### src/rtl/mc_ctrl_fsm_if.sv
// Control/status bundle between the multicycle MIPS control FSM and its datapath.
// The master side is the controller; the slave side is the datapath and memory.
interface mc_ctrl_fsm_if #(
  parameter int unsigned CNT_W = 32
);
  logic [5:0]       op;
  logic             zero;
  logic             mem_ready;
  logic             pcwrite;
  logic             pcwritecond;
  logic             iord;
  logic             memread;
  logic             memwrite;
  logic             irwrite;
  logic             memtoreg;
  logic             regdst;
  logic             regwrite;
  logic             alusrca;
  logic [1:0]       alusrcb;
  logic [1:0]       aluctr;
  logic [1:0]       pcsrc;
  logic             illegal;
  logic [CNT_W-1:0] instr_cnt;

  modport master (
    input  op, zero, mem_ready,
    output pcwrite, pcwritecond, iord, memread, memwrite, irwrite,
           memtoreg, regdst, regwrite, alusrca, alusrcb, aluctr, pcsrc,
           illegal, instr_cnt
  );

  modport slave (
    output op, zero, mem_ready,
    input  pcwrite, pcwritecond, iord, memread, memwrite, irwrite,
           memtoreg, regdst, regwrite, alusrca, alusrcb, aluctr, pcsrc,
           illegal, instr_cnt
  );
endinterface

### src/rtl/mc_ctrl_fsm.sv
// Main control FSM of the multicycle MIPS CPU: fetch/decode/execute/memory/writeback
// sequencing of the shared datapath, plus a retired-instruction counter.
module mc_ctrl_fsm #(
  parameter int unsigned CNT_W = 32
) (
  input  logic           clk,
  input  logic           rst_n,
  mc_ctrl_fsm_if.master  bus
);

  localparam logic [5:0] OP_R    = 6'b000000;
  localparam logic [5:0] OP_LW   = 6'b100011;
  localparam logic [5:0] OP_SW   = 6'b101011;
  localparam logic [5:0] OP_BEQ  = 6'b000100;
  localparam logic [5:0] OP_ADDI = 6'b001000;
  localparam logic [5:0] OP_J    = 6'b000010;

  typedef enum logic [3:0] {
    FETCH  = 4'd0,
    DECODE = 4'd1,
    MEMADR = 4'd2,
    MEMRD  = 4'd3,
    MEMWB  = 4'd4,
    MEMWR  = 4'd5,
    EXEC   = 4'd6,
    RWB    = 4'd7,
    BRANCH = 4'd8,
    ADDIEX = 4'd9,
    ADDIWB = 4'd10,
    JUMP   = 4'd11
  } state_t;

  state_t           state;
  logic [CNT_W-1:0] cnt;
  logic             retire;
  logic             op_legal;

  // The branch decision is taken outside this block; zero is carried for the datapath only.
  logic unused_zero;
  assign unused_zero = bus.zero;

  always_comb begin
    op_legal = 1'b0;
    case (bus.op)
      OP_R, OP_LW, OP_SW, OP_BEQ, OP_ADDI, OP_J: op_legal = 1'b1;
      default:                                   op_legal = 1'b0;
    endcase
  end

  always_comb begin
    retire = 1'b0;
    case (state)
      MEMWB, RWB, BRANCH, ADDIWB, JUMP: retire = 1'b1;
      MEMWR:                            retire = bus.mem_ready;
      default:                          retire = 1'b0;
    endcase
  end

  always_ff @(posedge clk) begin
    if (!rst_n) begin
      state <= FETCH;
      cnt   <= '0;
    end else begin
      if (retire) cnt <= cnt + CNT_W'(1);
      case (state)
        FETCH:  if (bus.mem_ready) state <= DECODE;
        DECODE: begin
          case (bus.op)
            OP_LW, OP_SW: state <= MEMADR;
            OP_R:         state <= EXEC;
            OP_BEQ:       state <= BRANCH;
            OP_ADDI:      state <= ADDIEX;
            OP_J:         state <= JUMP;
            default:      state <= FETCH;
          endcase
        end
        MEMADR: state <= (bus.op == OP_LW) ? MEMRD : MEMWR;
        MEMRD:  if (bus.mem_ready) state <= MEMWB;
        MEMWR:  if (bus.mem_ready) state <= FETCH;
        EXEC:   state <= RWB;
        ADDIEX: state <= ADDIWB;
        MEMWB, RWB, BRANCH, ADDIWB, JUMP: state <= FETCH;
        default: state <= FETCH;
      endcase
    end
  end

  // Outputs are gated by rst_n so write enables stay off for the whole reset cycle,
  // not just from the edge after it is sampled.
  always_comb begin
    bus.pcwrite     = 1'b0;
    bus.pcwritecond = 1'b0;
    bus.iord        = 1'b0;
    bus.memread     = 1'b0;
    bus.memwrite    = 1'b0;
    bus.irwrite     = 1'b0;
    bus.memtoreg    = 1'b0;
    bus.regdst      = 1'b0;
    bus.regwrite    = 1'b0;
    bus.alusrca     = 1'b0;
    bus.alusrcb     = 2'b00;
    bus.aluctr      = 2'b00;
    bus.pcsrc       = 2'b00;
    bus.illegal     = 1'b0;
    bus.instr_cnt   = '0;
    if (rst_n) begin
      bus.instr_cnt = cnt;
      case (state)
        FETCH: begin
          bus.memread = 1'b1;
          bus.alusrcb = 2'b01;
          bus.irwrite = bus.mem_ready;
          bus.pcwrite = bus.mem_ready;
        end
        DECODE: begin
          bus.alusrcb = 2'b11;
          bus.illegal = !op_legal;
        end
        MEMADR, ADDIEX: begin
          bus.alusrca = 1'b1;
          bus.alusrcb = 2'b10;
        end
        MEMRD: begin
          bus.memread = 1'b1;
          bus.iord    = 1'b1;
        end
        MEMWB: begin
          bus.regwrite = 1'b1;
          bus.memtoreg = 1'b1;
        end
        MEMWR: begin
          bus.memwrite = 1'b1;
          bus.iord     = 1'b1;
        end
        EXEC: begin
          bus.alusrca = 1'b1;
          bus.aluctr  = 2'b10;
        end
        RWB: begin
          bus.regwrite = 1'b1;
          bus.regdst   = 1'b1;
        end
        BRANCH: begin
          bus.alusrca     = 1'b1;
          bus.aluctr      = 2'b01;
          bus.pcsrc       = 2'b01;
          bus.pcwritecond = 1'b1;
        end
        ADDIWB: bus.regwrite = 1'b1;
        JUMP: begin
          bus.pcwrite = 1'b1;
          bus.pcsrc   = 2'b10;
        end
        default: ;
      endcase
    end
  end

endmodule

### src/flat_wrapper.sv
// flat-port wrapper written by rule: the top's interface ports become plain ports
module mc_ctrl_fsm_flat 
#(
  parameter int unsigned CNT_W = 32
)
  (clk, rst_n, bus_op, bus_zero, bus_mem_ready, bus_pcwrite, bus_pcwritecond, bus_iord, bus_memread, bus_memwrite, bus_irwrite, bus_memtoreg, bus_regdst, bus_regwrite, bus_alusrca, bus_alusrcb, bus_aluctr, bus_pcsrc, bus_illegal, bus_instr_cnt);
  mc_ctrl_fsm_if #(.CNT_W(CNT_W)) bus_i ();
  input  logic clk;
  input  logic rst_n;
  input wire logic [$bits(bus_i.op)-1:0] bus_op;
  input wire logic [$bits(bus_i.zero)-1:0] bus_zero;
  input wire logic [$bits(bus_i.mem_ready)-1:0] bus_mem_ready;
  output wire logic [$bits(bus_i.pcwrite)-1:0] bus_pcwrite;
  output wire logic [$bits(bus_i.pcwritecond)-1:0] bus_pcwritecond;
  output wire logic [$bits(bus_i.iord)-1:0] bus_iord;
  output wire logic [$bits(bus_i.memread)-1:0] bus_memread;
  output wire logic [$bits(bus_i.memwrite)-1:0] bus_memwrite;
  output wire logic [$bits(bus_i.irwrite)-1:0] bus_irwrite;
  output wire logic [$bits(bus_i.memtoreg)-1:0] bus_memtoreg;
  output wire logic [$bits(bus_i.regdst)-1:0] bus_regdst;
  output wire logic [$bits(bus_i.regwrite)-1:0] bus_regwrite;
  output wire logic [$bits(bus_i.alusrca)-1:0] bus_alusrca;
  output wire logic [$bits(bus_i.alusrcb)-1:0] bus_alusrcb;
  output wire logic [$bits(bus_i.aluctr)-1:0] bus_aluctr;
  output wire logic [$bits(bus_i.pcsrc)-1:0] bus_pcsrc;
  output wire logic [$bits(bus_i.illegal)-1:0] bus_illegal;
  output wire logic [$bits(bus_i.instr_cnt)-1:0] bus_instr_cnt;
  assign bus_i.op = bus_op;
  assign bus_i.zero = bus_zero;
  assign bus_i.mem_ready = bus_mem_ready;
  assign bus_pcwrite = bus_i.pcwrite;
  assign bus_pcwritecond = bus_i.pcwritecond;
  assign bus_iord = bus_i.iord;
  assign bus_memread = bus_i.memread;
  assign bus_memwrite = bus_i.memwrite;
  assign bus_irwrite = bus_i.irwrite;
  assign bus_memtoreg = bus_i.memtoreg;
  assign bus_regdst = bus_i.regdst;
  assign bus_regwrite = bus_i.regwrite;
  assign bus_alusrca = bus_i.alusrca;
  assign bus_alusrcb = bus_i.alusrcb;
  assign bus_aluctr = bus_i.aluctr;
  assign bus_pcsrc = bus_i.pcsrc;
  assign bus_illegal = bus_i.illegal;
  assign bus_instr_cnt = bus_i.instr_cnt;
  mc_ctrl_fsm #(.CNT_W(CNT_W)) u_core (.clk(clk), .rst_n(rst_n), .bus(bus_i));
endmodule
### config.mk
export PLATFORM = sky130hd
export DESIGN_NAME = mc_ctrl_fsm_flat
export DESIGN_NICKNAME = d
export VERILOG_FILES = /design/src/rtl/mc_ctrl_fsm_if.sv /design/src/rtl/mc_ctrl_fsm.sv /design/src/flat_wrapper.sv
export SDC_FILE = /design/constraint.sdc
export NUM_CORES = 1
export LEC_CHECK = 0
export CORE_MARGIN = 5
export CORE_UTILIZATION = 45
export CTS_CLUSTER_DIAMETER = 60
export CTS_CLUSTER_SIZE = 20
export DETAILED_ROUTE_END_ITERATION = 8
export HOLD_SLACK_MARGIN = 0.06
export PLACE_DENSITY = 0.77
export SYNTH_ARGS = -nofsm -noshare
export SYNTH_HDL_FRONTEND = slang
export SYNTH_SLANG_ARGS = --single-unit
### constraint.sdc
create_clock -name clk -period 1.7 [get_ports clk]
set_input_delay 0.17 -clock clk [delete_from_list [all_inputs] [get_ports clk]]
set_output_delay 0.17 -clock clk [all_outputs]
set_load 0.1 [all_outputs]
==> run summary <==
Root Buffer Master = clkbuf_8
global-route wire length before repair = 14300 um
Layout area overhead = 103%
Die Wd = 82.1 um
final WL = 13100 um
Residual DRC = 0
reg2reg start = u_core.cnt[0]
Nets = 445
Post-Syn Nets = 307
PD cells = 417 nW/um^2
R2R Path End = u_core.cnt[30]
final number of setup-violating endpoints = 44
Max Transition Viols Final = 0
hold path depth = 5
GRT Util Overall = 0.275
crit start category = flip-flop
final worst slack = -245 ps
vias in the first global route = 2915
CTS Buffer Depth = 2
Relative slew margins = 0.697
count of final hold-check violations = 0
vias = 3302
Core Region = 5070 um^2
Hold WC Path Type = input pin to flip-flop
WL per Instance = 26.0 um
Cells after DPL = 467
r2r setup slk = -220 ps
post-DR vias/cell = 6.54
Mapped Avg Cell Area = 7.90 um^2
number of antenna violations at the first check in global routing = 0
Max Fclk = 514 MHz
CTS tree = yes
Slew @ Worst Pin = 451 ps
clk_lat worst skew = 300 ps
PortBufs = 57
Critical Path AT = 1780 ps
Synth top cells by count = nor2_1, and2_1, dfxtp_1
Post-Synth Simple-Gate Area = 0.413
Pleak = 0.00192 uW
Util after Layout = 0.937
hpwl dp = 5590 um
fin cells = 505
Req. time, crit path = 1530 ps
top-area cell type share of the netlist area = 0.308
Hold Crit Endpoint = u_core.state[2]
Fin Clk Skew = 12.6 ps
clk slew on worst S/H paths = 90 ps
largest family of logic cells by synthesized area = simple AND/OR/NAND/NOR gates
number of synthesis warnings = 0
async set-or-reset flop fraction in the synthesized netlist = 0
Worst Min Path Start = bus_op[0]
synthesized area = 2340 um^2
overall power = 1980 uW
R2R depth = 6
status = finished, violations left
DRT iter0 DRCs = 492
Post-Synth XOR/XNOR Area = 0.0711
Post-Synthesis Cells = 296
area of the multi-input gates = 1910 um^2
Adder-Cell Fraction of Synth Area = 0.00535
share of cells above drive strength 1 = 0.526
Initial Util = 0.461
htree depth = 2
pin count of the biggest net entering global routing = 18
Die Ht = 82.1 um
Fill cells = 139
post-synthesis mux area share = 0.0369
top-count cell post-synth = nor2_1
Reg area = 736 um^2
failing checks = setup timing
Synth cell types = 47
Die ar. = 6740 um^2
Critical path origin = u_core.state[3]
Seq cells post-synth = 36
area leader, netlist = dfxtp_1
Top FF cell, synth = dfxtp_1
Post-synth EDFFs = 0
number of detailed-route iterations in the first pass = 7
Setup CP Type = flip-flop to primary output
min cycle time layout = 1950 ps
worst-path fanout max = 5
RSZ-0062 raised after global routing = true
antenna cells = 0
Final period util = 1.14
Peak VDD IR = 0.585 mV
gr ovfl total = 0
CTS Sinks = 36
Compound-Gate Fraction of Synth Area = 0.114
Antenna Nets Post-Route = 0
# rows = 26
IO Count = 59
Max Cap Viol = 0
post-synthesis sequential area ratio = 0.308
CTS buffer count = 5
CP endpoint kind = primary output
GPL Wtd Cong = 0.893
synth top area cells = dfxtp_1, and2_1, nor2_1
-- report_power, final --
| group | internal [uW] | switching (uW) | total [uW] | leakage, uW |
|---|---|---|---|---|
| Sequential | 840 | 4.03 | 844 | 0.000293 |
| Clock | 436 | 348 | 784 | 0.0000552 |
| Combinational | 145 | 210 | 355 | 0.00157 |
-- through the flow --
stage | TNS, ps | instance area (um^2) | setup WS [ps] | hold slack, ps
3_5_place_dp | -1480 | 4030 | -162 | 499
3_3_place_gp | -822 | 4030 | -140 | 461
2_1_floorplan | -1810 | 2550 | -628 | 290
6_report | -3190 | 4750 | -245 | 549
4_1_cts | -225 | 4320 | -57.2 | 516
5_1_grt | -4480 | 4750 | -232 | 569
-- registers in the layout, summed over array words and instances (netlist names) --
| signal | flops |
|---|---|
| u_core.state | 4 |
| u_core.cnt | 32 |
-- area by class of cell --
cell class | instances | area share
Clock buffer | 6 | 0.0153
Timing Repair Buffer | 149 | 0.400
Clock inverter | 2 | 0.00737
Tap cell | 70 | 0.0184
Inverter | 2 | 0.00158
Multi-Input combinational cell | 240 | 0.402
Sequential cell | 36 | 0.155
-- routing by layer --
layer	up-vias	part of all wire	global-route usage
li1	1309	-	-
met1	1564	0.35	0.312
met2	308	0.47	0.498
met3	121	0.094	0.0499
met4	0	0.083	0.123
met5	-	0	0
-- how the worst max path moves through the flow --
stage | slack [ps] | end
2_1_floorplan | -630 | bus_pcwrite
3_3_place_gp | -140 | u_core.cnt[30]
3_5_place_dp | -160 | u_core.cnt[30]
4_1_cts | -60 | bus_pcwrite
5_1_grt | -230 | bus_pcwrite
6_report | -250 | bus_pcwrite
-- critical path, cell delays in order (launching register included) --
cell and delay (ps):
dfxtp_4 380, buf_6 130, nor2_4 140, nand2_4 100, nor4b_4 340, or2_4 210
buf_12 170
-- logic make-up (layout without fill, tap and decap cells) --
group / after synthesis / after routing
simple gates: 170 / 171
compound gates: 41 / 41
flops: 36 / 36
buf+inv: 21 / 159
xor+xnor: 19 / 19
mux: 8 / 8
fa+ha+maj: 1 / 1
-- timing repair --
action / 4_1_cts / 5_1_grt
resized for setup: 27 / 64
pin swaps: 13 / 21
hold buffers: 0 / 0
endpoints found under the setup margin: 19 / 57
cloned: 0 / 3
buffers inserted: 11 / 16
-- placed cells by master, fill, tap and decap left out, types with 3 or more instances in the layout --
| master | instances |
|---|---|
| and2_1 | 31 |
| nor3_4 | 8 |
| buf_6 | 16 |
| a21oi_1 | 10 |
| or3_4 | 4 |
| nand2_1 | 12 |
| o21ai_1 | 4 |
| mux2i_1 | 3 |
| clkdlybuf4s50_1 | 5 |
| dfxtp_4 | 4 |
| nor2_1 | 28 |
| nand3_1 | 7 |
| a21oi_2 | 6 |
| and4_1 | 3 |
| nand4_1 | 12 |
| dfxtp_1 | 32 |
| and3_1 | 4 |
| or3_1 | 4 |
| buf_4 | 69 |
| nand2b_1 | 6 |
| clkbuf_8 | 5 |
| and2_4 | 5 |
| nor2_4 | 10 |
| xor2_1 | 16 |
| mux2_4 | 3 |
| nand3_4 | 4 |
| o21ai_0 | 9 |
| buf_12 | 52 |
Note: power is estimated with default switching activity, not from simulation.
